**src/rtl/chisq_out_sched.sv**
```systemverilog
// Round-robin scheduler merging three fitter lanes' chisq results onto one output stream.
// Optional build macro CHISQ_CUT_EN adds a chisq threshold cut with a rejected-result counter.
module chisq_out_sched #(
    parameter int CHISQBITS  = 32,
    parameter int TAGBITS    = 8,
    parameter int OVFCNTBITS = 16
) (
    input  logic                   clk,
    input  logic                   reset_n,
    input  logic [2:0]             lane_valid,
    output logic [2:0]             lane_ready,
    input  logic [3*CHISQBITS-1:0] lane_chisq,
    input  logic [2:0]             lane_ovf,
    input  logic [3*TAGBITS-1:0]   lane_tag,
    output logic                   out_valid,
    input  logic                   out_ready,
    output logic [CHISQBITS-1:0]   out_chisq,
    output logic [1:0]             out_sel,
    output logic [TAGBITS-1:0]     out_tag,
    output logic [OVFCNTBITS-1:0]  ovf_cnt,
    output logic                   busy
`ifdef CHISQ_CUT_EN
    ,
    input  logic [CHISQBITS-1:0]   cut_thr,
    output logic [15:0]            rej_cnt
`endif
);

    logic [2:0]            r_lane_full;
    logic [CHISQBITS-1:0]  r_hold_chisq [3];
    logic [TAGBITS-1:0]    r_hold_tag [3];
    logic [1:0]            r_last_grant;
    logic                  r_out_valid;
    logic [CHISQBITS-1:0]  r_out_chisq;
    logic [1:0]            r_out_sel;
    logic [TAGBITS-1:0]    r_out_tag;
    logic [OVFCNTBITS-1:0] r_ovf_cnt;

    logic [2:0]            w_accept;
    logic                  w_load_en;
    logic [1:0]            w_grant;
    logic [2:0]            w_clr;
    logic                  w_drop;
    logic [1:0]            w_ovf_inc;
    logic [OVFCNTBITS:0]   w_ovf_sum;

    assign w_accept  = lane_valid & ~r_lane_full;
    assign w_load_en = (~r_out_valid | out_ready) & (|r_lane_full);

    // Search order starts one past the last granted lane so every lane gets a turn.
    always_comb begin
        w_grant = 2'd0;
        unique case (r_last_grant)
            2'd0:    w_grant = r_lane_full[1] ? 2'd1 : (r_lane_full[2] ? 2'd2 : 2'd0);
            2'd1:    w_grant = r_lane_full[2] ? 2'd2 : (r_lane_full[0] ? 2'd0 : 2'd1);
            default: w_grant = r_lane_full[0] ? 2'd0 : (r_lane_full[1] ? 2'd1 : 2'd2);
        endcase
    end

    assign w_clr     = w_load_en ? (3'b001 << w_grant) : 3'b000;
    assign w_ovf_inc = {1'b0, w_accept[0] & lane_ovf[0]}
                     + {1'b0, w_accept[1] & lane_ovf[1]}
                     + {1'b0, w_accept[2] & lane_ovf[2]};
    assign w_ovf_sum = {1'b0, r_ovf_cnt} + {{(OVFCNTBITS-1){1'b0}}, w_ovf_inc};

`ifdef CHISQ_CUT_EN
    logic [15:0] r_rej_cnt;

    assign w_drop  = w_load_en & (r_hold_chisq[w_grant] > cut_thr);
    assign rej_cnt = r_rej_cnt;

    always_ff @(posedge clk or negedge reset_n) begin
        if (!reset_n) begin
            r_rej_cnt <= '0;
        end else if (w_drop && (r_rej_cnt != 16'hFFFF)) begin
            r_rej_cnt <= r_rej_cnt + 16'd1;
        end
    end
`else
    assign w_drop = 1'b0;
`endif

    // Lane holding registers; an overflowed result is stored already saturated.
    always_ff @(posedge clk or negedge reset_n) begin
        if (!reset_n) begin
            r_lane_full <= '0;
            for (int i = 0; i < 3; i++) begin
                r_hold_chisq[i] <= '0;
                r_hold_tag[i]   <= '0;
            end
        end else begin
            r_lane_full <= (r_lane_full & ~w_clr) | w_accept;
            for (int i = 0; i < 3; i++) begin
                if (w_accept[i]) begin
                    r_hold_chisq[i] <= lane_ovf[i] ? {CHISQBITS{1'b1}}
                                                   : lane_chisq[i*CHISQBITS +: CHISQBITS];
                    r_hold_tag[i]   <= lane_tag[i*TAGBITS +: TAGBITS];
                end
            end
        end
    end

    // A dropped result still consumes the grant slot and advances the rotation.
    always_ff @(posedge clk or negedge reset_n) begin
        if (!reset_n) begin
            r_last_grant <= 2'd2;
            r_out_valid  <= 1'b0;
            r_out_chisq  <= '0;
            r_out_sel    <= 2'd0;
            r_out_tag    <= '0;
        end else begin
            if (w_load_en) begin
                r_last_grant <= w_grant;
            end
            if (w_load_en && !w_drop) begin
                r_out_valid <= 1'b1;
                r_out_chisq <= r_hold_chisq[w_grant];
                r_out_sel   <= w_grant;
                r_out_tag   <= r_hold_tag[w_grant];
            end else if (out_ready) begin
                r_out_valid <= 1'b0;
            end
        end
    end

    always_ff @(posedge clk or negedge reset_n) begin
        if (!reset_n) begin
            r_ovf_cnt <= '0;
        end else if (w_ovf_sum[OVFCNTBITS]) begin
            r_ovf_cnt <= '1;
        end else begin
            r_ovf_cnt <= w_ovf_sum[OVFCNTBITS-1:0];
        end
    end

    assign lane_ready = ~r_lane_full;
    assign out_valid  = r_out_valid;
    assign out_chisq  = r_out_chisq;
    assign out_sel    = r_out_sel;
    assign out_tag    = r_out_tag;
    assign ovf_cnt    = r_ovf_cnt;
    assign busy       = (|r_lane_full) | r_out_valid;

endmodule

```
**config.mk**
```make
export PLATFORM = sky130hd
export DESIGN_NAME = chisq_out_sched
export DESIGN_NICKNAME = d
export VERILOG_FILES = /design/src/rtl/chisq_out_sched.sv
export SDC_FILE = /design/constraint.sdc
export NUM_CORES = 1
export LEC_CHECK = 0
export BUFFER_PORTS_ARGS = -buffer_cell sky130_fd_sc_hd__buf_2
export CORE_AREA = 2 2 187 189
export DETAILED_ROUTE_END_ITERATION = 8
export DIE_AREA = 0 0 189 191
export GPL_TIMING_DRIVEN = 0
export PLACE_DENSITY = 0.49
export REMOVE_ABC_BUFFERS = 1
export SETUP_SLACK_MARGIN = 0.4
export SLEW_MARGIN = 20
export SYNTH_ARGS = -nofsm -noshare
export SYNTH_HDL_FRONTEND = slang
export SYNTH_SLANG_ARGS = --single-unit
```
**constraint.sdc**
```tcl
create_clock -name clk -period 5.23 [get_ports clk]
set_input_delay 0.523 -clock clk [delete_from_list [all_inputs] [get_ports clk]]
set_output_delay 0.523 -clock clk [all_outputs]
set_load 0.005 [all_outputs]
```
==> results of run 1 <==
[worst max-delay path, cell delays in order, from the launching register on]
cell     delay [ps]
dfrtp_1         470
nor2b_1         850
nand2_1         160
fa_1            520
inv_1            40
ha_1            210
fa_1            400
and3_1          260
and4_1          280
nand4_1         120
mux2_2          340
[cell type report]
| cell class | count | area, um^2 |
|---|---|---|
| Clock inverter | 12 | 116.4 |
| Inverter | 8 | 30.03 |
| Clock buffer | 19 | 442.9 |
| Fill cell | 3645 | 23520 |
| Sequential cell | 183 | 4581 |
| Tap cell | 455 | 569.3 |
| Timing Repair Buffer | 206 | 1252 |
| Multi-Input combinational cell | 641 | 3606 |
[through the flow]
step	TNS, ps	hold WS [ps]	area, um^2	util
detailed placement	0	462.1	10030	0.2939
global route	0	245.5	10600	0.3106
CTS	0	239.1	10600	0.3106
global placement	-2611	457.2	9669	0.2834
floorplan	0	227.4	8144	-
finish	0	272.1	10600	0.3106
[cells by family after synthesis]
| kind of cell | after synthesis | synth area share |
|---|---|---|
| flip-flops | 183 | 0.5419 |
| XOR/XNOR | 7 | 0.007253 |
| AND/OR/NAND/NOR | 327 | 0.1556 |
| AO/OA/AOI/OAI | 253 | 0.1788 |
| buffers and inverters | 74 | 0.04011 |
| multiplexers | 50 | 0.06868 |
| adder cells (fa/ha/maj) | 4 | 0.007697 |
[layer usage]
layer  vias up  global-route usage  wire length, um
li1       3379                   -                -
met4         2             0.03245              170
met5         -                   0               13
met3        10             0.03672             1305
met2       164              0.2389            12120
met1      3374              0.2050            12700
[sequential cells by signal (all words and copies together) (netlist names)]
register and count:
r_hold_tag 24, ovf_cnt 16, out_sel 1, r_lane_full 3, out_tag 8, out_chisq 32
r_hold_chisq 96, out_valid 1, r_last_grant 2
[final timing paths]
path	start	end	slack, ps	cells past startpoint
max in group asynchronous	reset_n	r_last_grant[1]	3550	4
setup / recovery	r_lane_full[2]	ovf_cnt[12]	1470	10
hold reg to reg	r_hold_tag[5]	r_hold_tag[5]	480	2
setup reg to reg	r_lane_full[2]	ovf_cnt[12]	1470	10
hold / removal	lane_tag[19]	r_hold_tag[3]	270	3
min in group asynchronous	reset_n	ovf_cnt[6]	590	2
[cells in the mapped netlist, drive strengths merged]
| library cell | instances | area share |
|---|---|---|
| o21a | 1 | 0.00089 |
| nor3 | 4 | 0.0030 |
| a22oi | 12 | 0.011 |
| nand2b | 6 | 0.0053 |
| xnor2 | 5 | 0.0052 |
| buf | 16 | 0.014 |
| a31oi | 2 | 0.0015 |
| inv | 8 | 0.0036 |
| fa | 2 | 0.0047 |
| mux2 | 37 | 0.053 |
| a41oi | 1 | 0.0010 |
| and4 | 1 | 0.0010 |
| nand2 | 195 | 0.087 |
| a22o | 27 | 0.028 |
| clkbuf | 50 | 0.022 |
| o21ai | 172 | 0.10 |
| nand3 | 3 | 0.0018 |
| nand4 | 4 | 0.0030 |
| nor4 | 1 | 0.00074 |
| o31ai | 1 | 0.0015 |
| mux2i | 13 | 0.015 |
| a2bb2oi | 1 | 0.0018 |
| a21oi | 3 | 0.0018 |
| a211oi | 28 | 0.025 |
| dfrtp | 182 | 0.54 |
| and3 | 5 | 0.0037 |
| ha | 2 | 0.0030 |
| nor3b | 1 | 0.00089 |
| nor2 | 102 | 0.046 |
| dfstp | 1 | 0.0031 |
| o2bb2ai | 1 | 0.0010 |
| a21o | 2 | 0.0018 |
| and2b | 1 | 0.0010 |
| a21boi | 2 | 0.0018 |
| nor2b | 2 | 0.0015 |
| or3 | 2 | 0.0015 |
| xor2 | 2 | 0.0021 |
[where the power goes]
part	switching, W	internal [W]
logic	0.00137	0.00119
registers	0.000484	0.00210
clock network	0.000606	0.000675
==> metrics.yaml, run 1 <==
fmax_ghz: 0.2659
fin_crit_sh: 0.7192
slew_headroom: 0.2912
syn-cell-area_um2: 8453
antenna_found_initial: 1
cts_buffers: 17
rsz0062_at_grt: "false"
critPathMaxFanout: 9
fin_crit_ps: 3761
layout-drive-gt1-share: 0.2657
mostFrequentLayoutCells: "nand2_1 (192), buf_2 (190), dfrtp_1 (182)"
clkSlewWorstSetupHoldPaths_ps: 70
ctsResizeCount: 0
drc: 0
drv_cap: 0
root_buffer: "clkbuf_16"
leakagePower_nw: 5.092
pre_cts_slack_ps: 1281
dp.final_hpwl_mm: 18.01
fin_worst_skew_ps: 9.268
maxSlewViolCount: 0
final_common_cell: "nand2_1"
drtIter0Drc: 228
hold_path.class: "input pin to flop"
nets: 1190
place.gp.congestion: 0.7114
die-width_um: 189
grt_pass1_vias: 7001
worstPathArrival_ps: 4090
die-area_um2: 36100
ir_drop_uv: 280.0
postCtsHoldBufs: 1
htreeDepth: 4
initial_core_util: 0.2478
worstPathRequired_ps: 5550
ant_nets: 0
cts_tree: "built"
worst_slack_ps: 1469
post_cts_buffers: 0
critPathCaptureType: "flop"
synth_cells: 898
area_growth_pct: 25.37
core_area_um2: 34120
final_hold_viol_count: 0
wl_per_cell_um: 17.26
io_buffers: 191
yosysSeqAreaShare: 0.5419
yosys.cell_types.count: 48
vias: 6929
fin_cells: 1524
overflow: 0
grt_max_degree: 77
cts.sinks: 183
p_per_area_nw_per_um2: 605.8
outcome: "complete, no violations"
cp-start-kind: "flop"
yosys_register_bits: 183
grt_pass1_wl_mm: 40.99
tightest_slew_ps: 1061
rows: 68
p_total_w: 0.006420
clk_path_buf_depth: 2
die_h_um: 191
avgSynthCellArea_um2: 9.413
dp.cells: 1492
antennaDiodeCount: 0
drt_pass1_iterations: 4
yosysWarnings: 0
setup_viol_count_final: 0
via_per_inst: 4.547
clkLatencyLatePin_ps: 430
path_class: "flop to flop"
grt.total_usage: 0.1497
finalWirelength_mm: 26.30
ios: 192
Note: power is estimated with default switching activity, not from simulation.
==> inputs of run 2 (changes only) <==
--- a/config.mk
+++ b/config.mk
@@ -10,7 +10,7 @@
 export DETAILED_ROUTE_END_ITERATION = 8
 export DIE_AREA = 0 0 189 191
 export GPL_TIMING_DRIVEN = 0
-export PLACE_DENSITY = 0.49
+export PLACE_DENSITY = 0.5
 export REMOVE_ABC_BUFFERS = 1
 export SETUP_SLACK_MARGIN = 0.4
 export SLEW_MARGIN = 20
==> constraint.sdc (replaced) <==
create_clock -name clk -period 3.1 [get_ports clk]
set_input_delay 0.31 -clock clk [delete_from_list [all_inputs] [get_ports clk]]
set_output_delay 0.31 -clock clk [all_outputs]
set_load 0.005 [all_outputs]
==> run 2 against run 1 <==
  * Via count rose by 1.2%
  * Clock skew rose by 4.8 ps
  * Largest cell class unchanged
  * Clock power rose by 70%
  * Critical path depth did not move
  * Critical endpoint unchanged
  * Sequential share of layout area fell by 0.85 points
  * First-iteration DRC count rose by 7.0%
  * Total power rose by 72%
  * Non-clock buffer count rose by 12
  * Register-to-register slack got worse by 1100 ps
  * Final cell count rose by 0.92%
  * Highest routed layer is now met4
  * Worst setup slack got worse by 1100 ps
==> metrics.yaml, run 2 (synthesis gave the netlist of run 1 again) <==
crit_family: "adder cells"
clkSlewWorstSetupHoldPaths_ps: 70  # about the same
layout-drive-gt1-share: 0.2902  # +0.02453
r2r-start: "r_lane_full[2]"
ir_drop_uv: 412.8  # +47%
die-width_um: 189  # unchanged
outcome: "complete, no violations"
clkLatencyLatePin_ps: 440  # about the same
cp-start-kind: "flop"
critPathMaxFanout: 3  # -6
place.gp.congestion: 0.7141  # +0.38%
fin_crit_ps: 2750  # -1011 ps
ios: 192  # unchanged
clk_path_buf_depth: 2  # unchanged
mostFrequentLayoutCells: "nand2_1 (190), buf_2 (188), dfrtp_1 (180)"
setup_viol_count_final: 0  # unchanged
r2r_slack_ps: 350  # -1120 ps
post-route-util: 0.3173  # +0.006637
dp.final_hpwl_mm: 17.86  # -0.84%
worstPathArrival_ps: 3070  # -1020 ps
fin_crit_sh: 0.8871  # +0.1679
drt_pass1_iterations: 5  # +1
cts.sinks: 183  # unchanged
hold_path.class: "input pin to flop"
wl_per_cell_um: 17.82  # +3.2%
worstPathCellList: "nor2b_4 > nand2_2 > fa_1 > inv_1 > ha_2 > fa_2 > and3_4 > and4_4 > nand4_1 > mux2_4"
drv_cap: 0  # unchanged
p_switching_w: 0.004240  # +72%
p_per_area_nw_per_um2: 1020  # +68%
grt_pass1_vias: 7014  # +0.19%
area_growth_pct: 28.05
root_buffer: "clkbuf_16"
finalWirelength_mm: 27.40  # +4.2%
nets: 1202  # +1.0%
cp_slowest_cell: "fa_1"
worstRegToRegCells: 10  # unchanged
htreeDepth: 4  # unchanged
cp.buffers_inverters: 1  # unchanged
rows: 68  # unchanged
drc: 0  # unchanged
nFillCells: 3644  # -0.027%
whs_path_depth: 3  # unchanged
rsz0062_at_grt: "true"
timing.rr.end: "ovf_cnt[12]"
cts_buffers: 17  # unchanged
seqPwrFrac: 0.391  # -0.011
grt.total_usage: 0.1551  # +0.005437
tightest_slew_ps: 940.5  # -120.5 ps
hold_end: "r_hold_tag[23]"
maxSlewViolCount: 0  # unchanged
die_h_um: 191  # unchanged
clkPwrFrac: 0.197  # -0.002
fmax_ghz: 0.3636  # +37%
initial_core_util: 0.2478  # unchanged
drtIter0Drc: 244  # +7.0%
largest_register_ffs: 96  # unchanged
leakagePower_nw: 5.185  # +1.8%
slew_headroom: 0.3730  # +0.08182
p_sw_frac: 0.3840  # +0.0005761
grt_pass1_wl_mm: 42.37  # +3.4%
via_per_inst: 4.559  # +0.28%
overflow: 0  # unchanged
worstPathRequired_ps: 3420  # -2130 ps
fin_worst_skew_ps: 14.03  # +4.765 ps
regMostFlops: "r_hold_chisq"
p_int_w: 0.006803  # +72%
die-area_um2: 36100  # unchanged
whs_ps: 54.41  # -217.7 ps
grt_max_degree: 77  # unchanged
io_buffers: 191  # unchanged
final_hold_viol_count: 0  # unchanged
final_common_cell: "nand2_1"
power_frac_comb: 0.411  # +0.012
vias: 7012  # +1.2%
path_class: "flop to flop"
antenna_found_initial: 2  # +1
cts_tree: "built"
core_area_um2: 34120  # unchanged
hp-start: "lane_tag[7]"
critPathMaxStageDelay_ps: 530  # -320 ps
ant_nets: 0  # unchanged
critPathCaptureType: "flop"
-- run 2: power by group through the flow --
stage,clock network [W],logic (W),registers (W)
2_1_floorplan,0,0.00263,0.00420
3_3_place_gp,0,0.00403,0.00436
3_5_place_dp,0,0.00445,0.00442
4_1_cts,0.00227,0.00453,0.00436
5_1_grt,0.00236,0.00513,0.00448
6_report,0.00218,0.00454,0.00432
-- run 2: repair_timing --
action	4_1_cts	5_1_grt
pin swaps	3	1
buffers inserted	8	4
setup endpoints to repair	32	16
resized for setup	21	5
endpoints found under the hold margin	44	0
hold buffers	1	0
cloned	0	0
-- run 2: final cells by class --
type,count,area [um^2],share of cell area
clock inverters,12,115.1,0.01063
multi-input cells,641,3669,0.3389
inverters,8,30.03,0.002774
clock buffers,20,456.7,0.04219
diodes,1,2.502,0.0002312
flip-flops and latches,183,4587,0.4238
well taps,455,569.3,0.05260
repair buffers,218,1395,0.1289
-- run 2: per-layer routing --
metal | up-vias | track usage | part of all wire
met5 | - | 0 | 0
met4 | 0 | 0.04657 | 0.019
met3 | 24 | 0.03525 | 0.050
met2 | 178 | 0.2395 | 0.45
met1 | 3397 | 0.2160 | 0.48
li1 | 3413 | - | -
-- run 2: metrics by stage --
stage | setup TNS [ps] | setup slack, ps | cell area [um^2] | total power (W) | cells
after floorplan | 0 | 20.41 | 8144 | 0.006822 | 832
after global placement | -384240 | -2652 | 9669 | 0.008393 | 1478
after detailed placement | -10150 | -733.2 | 10060 | 0.008865 | 1492
after CTS | 0 | 351.4 | 10760 | 0.01117 | 1533
after global routing | 0 | 272.7 | 10820 | 0.01197 | 1537
final | 0 | 350.1 | 10820 | 0.01104 | 1538
-- run 2: worst register-to-register path, stage by stage, from the launching register on --
cell	delay, ps
dfrtp_2	440
nor2b_4	180
nand2_2	80
fa_1	530
inv_1	50
ha_2	190
fa_2	360
and3_4	210
and4_4	200
nand4_1	110
mux2_4	300
-- run 2: worst max-delay path by stage --
stage / startpoint / to / slack, ps / cells after the start
global route: r_lane_full[2] / ovf_cnt[12] / 270 / 10
global placement: r_lane_full[0] / out_tag[0] / -2650 / 4
floorplan: r_lane_full[0] / ovf_cnt[12] / 20 / 10
finish: r_lane_full[2] / ovf_cnt[12] / 350 / 10
detailed placement: r_lane_full[0] / ovf_cnt[8] / -730 / 10
CTS: r_lane_full[2] / ovf_cnt[12] / 350 / 10
==> inputs of run 3 (changes only) <==
--- a/config.mk
+++ b/config.mk
@@ -10,7 +10,7 @@
 export DETAILED_ROUTE_END_ITERATION = 8
 export DIE_AREA = 0 0 189 191
 export GPL_TIMING_DRIVEN = 0
-export PLACE_DENSITY = 0.5
+export PLACE_DENSITY = 0.45
 export REMOVE_ABC_BUFFERS = 1
 export SETUP_SLACK_MARGIN = 0.4
 export SLEW_MARGIN = 20
==> constraint.sdc (replaced) <==
create_clock -name clk -period 3.1 [get_ports clk]
set_input_delay 0.31 -clock clk [delete_from_list [all_inputs] [get_ports clk]]
set_output_delay 0.31 -clock clk [all_outputs]
set_load 0.02 [all_outputs]
==> run 3 against run 2 <==
  * Global-route usage about the same
  * Register-to-register slack improved by 20 ps
  * Critical path type unchanged
  * First-iteration DRC count increased by 13%
  * Highest routed layer is now met5
==> metrics.yaml, run 3 (synthesis gave the netlist of run 1 again) <==
outcome: "complete, no violations"
dp.cells: 1492  # unchanged
cts_buffers: 17  # unchanged
maxSlewViolCount: 0  # unchanged
die-width_um: 189  # unchanged
wl_per_cell_um: 17.74  # -0.42%
drc: 0  # unchanged
drt_pass1_iterations: 5  # unchanged
antenna_found_initial: 1  # -1
clk_path_buf_depth: 2  # unchanged
grt_pass1_vias: 6989  # -0.36%
grt_max_degree: 90  # +17%
overflow: 0  # unchanged
finalWirelength_mm: 27.29  # -0.42%
rsz0062_at_grt: "true"
final_common_cell: "nand2_1"
critPathCaptureType: "flop"
ir_drop_uv: 509.7  # +23%
fmax_ghz: 0.3665  # +0.80%
drtIter0Drc: 275  # +13%
largest_register_ffs: 96  # unchanged
ios: 192  # unchanged
regArea_um2: 4587  # unchanged
regMostFlops: "r_hold_chisq"
clkLatencyLatePin_ps: 450  # about the same
rows: 68  # unchanged
p_total_w: 0.01124  # +1.8%
vias: 6903  # -1.6%
die-area_um2: 36100  # unchanged
setup_viol_count_final: 0  # unchanged
fin_cells: 1538  # unchanged
cts.sinks: 183  # unchanged
clkSlewWorstSetupHoldPaths_ps: 80  # about the same
cts_tree: "built"
whs_ps: 51.93  # -2.483 ps
pre_cts_slack_ps: -756.0  # -22.74 ps
slew_headroom: 0.3589  # -0.01409
cp-start-kind: "flop"
grt.total_usage: 0.1550  # about the same
layout-drive-gt1-share: 0.2909  # +0.0006554
worst_slack_ps: 371.8  # +21.78 ps
area_growth_pct: 27.28
die_h_um: 191  # unchanged
nets: 1204  # +0.17%
fin_crit_sh: 0.8800  # -0.007025
hold_path.class: "input pin to flop"
worstPathArrival_ps: 3060  # about the same
leakagePower_nw: 5.149  # -0.69%
mostFrequentLayoutCells: "nand2_1 (190), buf_2 (188), dfrtp_1 (180)"
initial_core_util: 0.2478  # unchanged
ant_nets: 0  # unchanged
io_buffers: 191  # unchanged
core_area_um2: 34120  # unchanged
p_per_area_nw_per_um2: 1045  # +2.4%
final_hold_viol_count: 0  # unchanged
worstPathRequired_ps: 3430  # about the same
drv_cap: 0  # unchanged
path_class: "flop to flop"
tightest_slew_ps: 961.7  # +21.13 ps
grt_pass1_wl_mm: 42.06  # -0.73%
htreeDepth: 4  # unchanged
via_per_inst: 4.488  # -1.6%
dp.final_hpwl_mm: 18.07  # +1.2%
antennaDiodeCount: 0  # -1
fin_worst_skew_ps: 11.64  # -2.391 ps
root_buffer: "clkbuf_16"
place.gp.congestion: 0.6918  # -3.1%
fin_crit_ps: 2728  # -21.78 ps
critPathMaxFanout: 4  # +1
nFillCells: 3599  # -1.2%
multiInputGateArea_um2: 3671  # about the same
setup_tns_ps: 0  # unchanged
## run 3: critical path, cell delays in order, from the launching register on
cell and delay (ps):
dfrtp_2 440, nor2b_4 150, nand2_2 70, fa_1 520
inv_1 40, ha_2 190, fa_2 360, and3_4 210
and4_4 200, nand4_1 120, mux2_4 300
## run 3: final timing paths
kind | start | endpoint | slack [ps] | depth (start not counted)
hold / removal | lane_tag[22] | r_hold_tag[6] | 50 | 3
setup / recovery | r_lane_full[2] | ovf_cnt[12] | 370 | 10
min in group asynchronous | reset_n | out_tag[0] | 250 | 2
setup reg to reg | r_lane_full[2] | ovf_cnt[12] | 370 | 10
hold reg to reg | r_hold_tag[1] | r_hold_tag[1] | 480 | 2
max in group asynchronous | reset_n | r_hold_chisq[7] | 2140 | 3
## run 3: power by group
part	internal, W	switching [W]	total, W
clock network	0.00107	0.00107	0.00214
logic	0.00205	0.00271	0.00476
registers	0.00354	0.000804	0.00435
## run 3: repair_timing
| action | in CTS | in global routing |
|---|---|---|
| resized for setup | 22 | 5 |
| setup endpoints to repair | 34 | 28 |
| hold endpoints to repair | 76 | 0 |
| setup buffers | 9 | 5 |
| hold buffers | 1 | 0 |
| pin swaps | 3 | 3 |
## run 3: final cells by class
type / instances / share of cell area
inverters: 8 / 0.002791
multi-input cells: 641 / 0.3412
clock inverters: 13 / 0.01012
well taps: 455 / 0.05291
repair buffers: 220 / 0.1258
flip-flops and latches: 183 / 0.4263
clock buffers: 18 / 0.04082
## run 3: routing by layer
| layer | vias to the layer above | share of wire | GRT usage |
|---|---|---|---|
| met4 | 2 | 0.0074 | 0.02975 |
| met3 | 14 | 0.047 | 0.03617 |
| li1 | 3414 | - | - |
| met2 | 160 | 0.46 | 0.2511 |
| met5 | - | 0.00026 | 0 |
| met1 | 3313 | 0.48 | 0.2120 |
## run 3: metrics by stage
stage,instance area (um^2),util
floorplan,8144,-
global placement,9669,0.2834
detailed placement,10020,0.2936
CTS,10700,0.3136
global route,10760,0.3154
finish,10760,0.3154
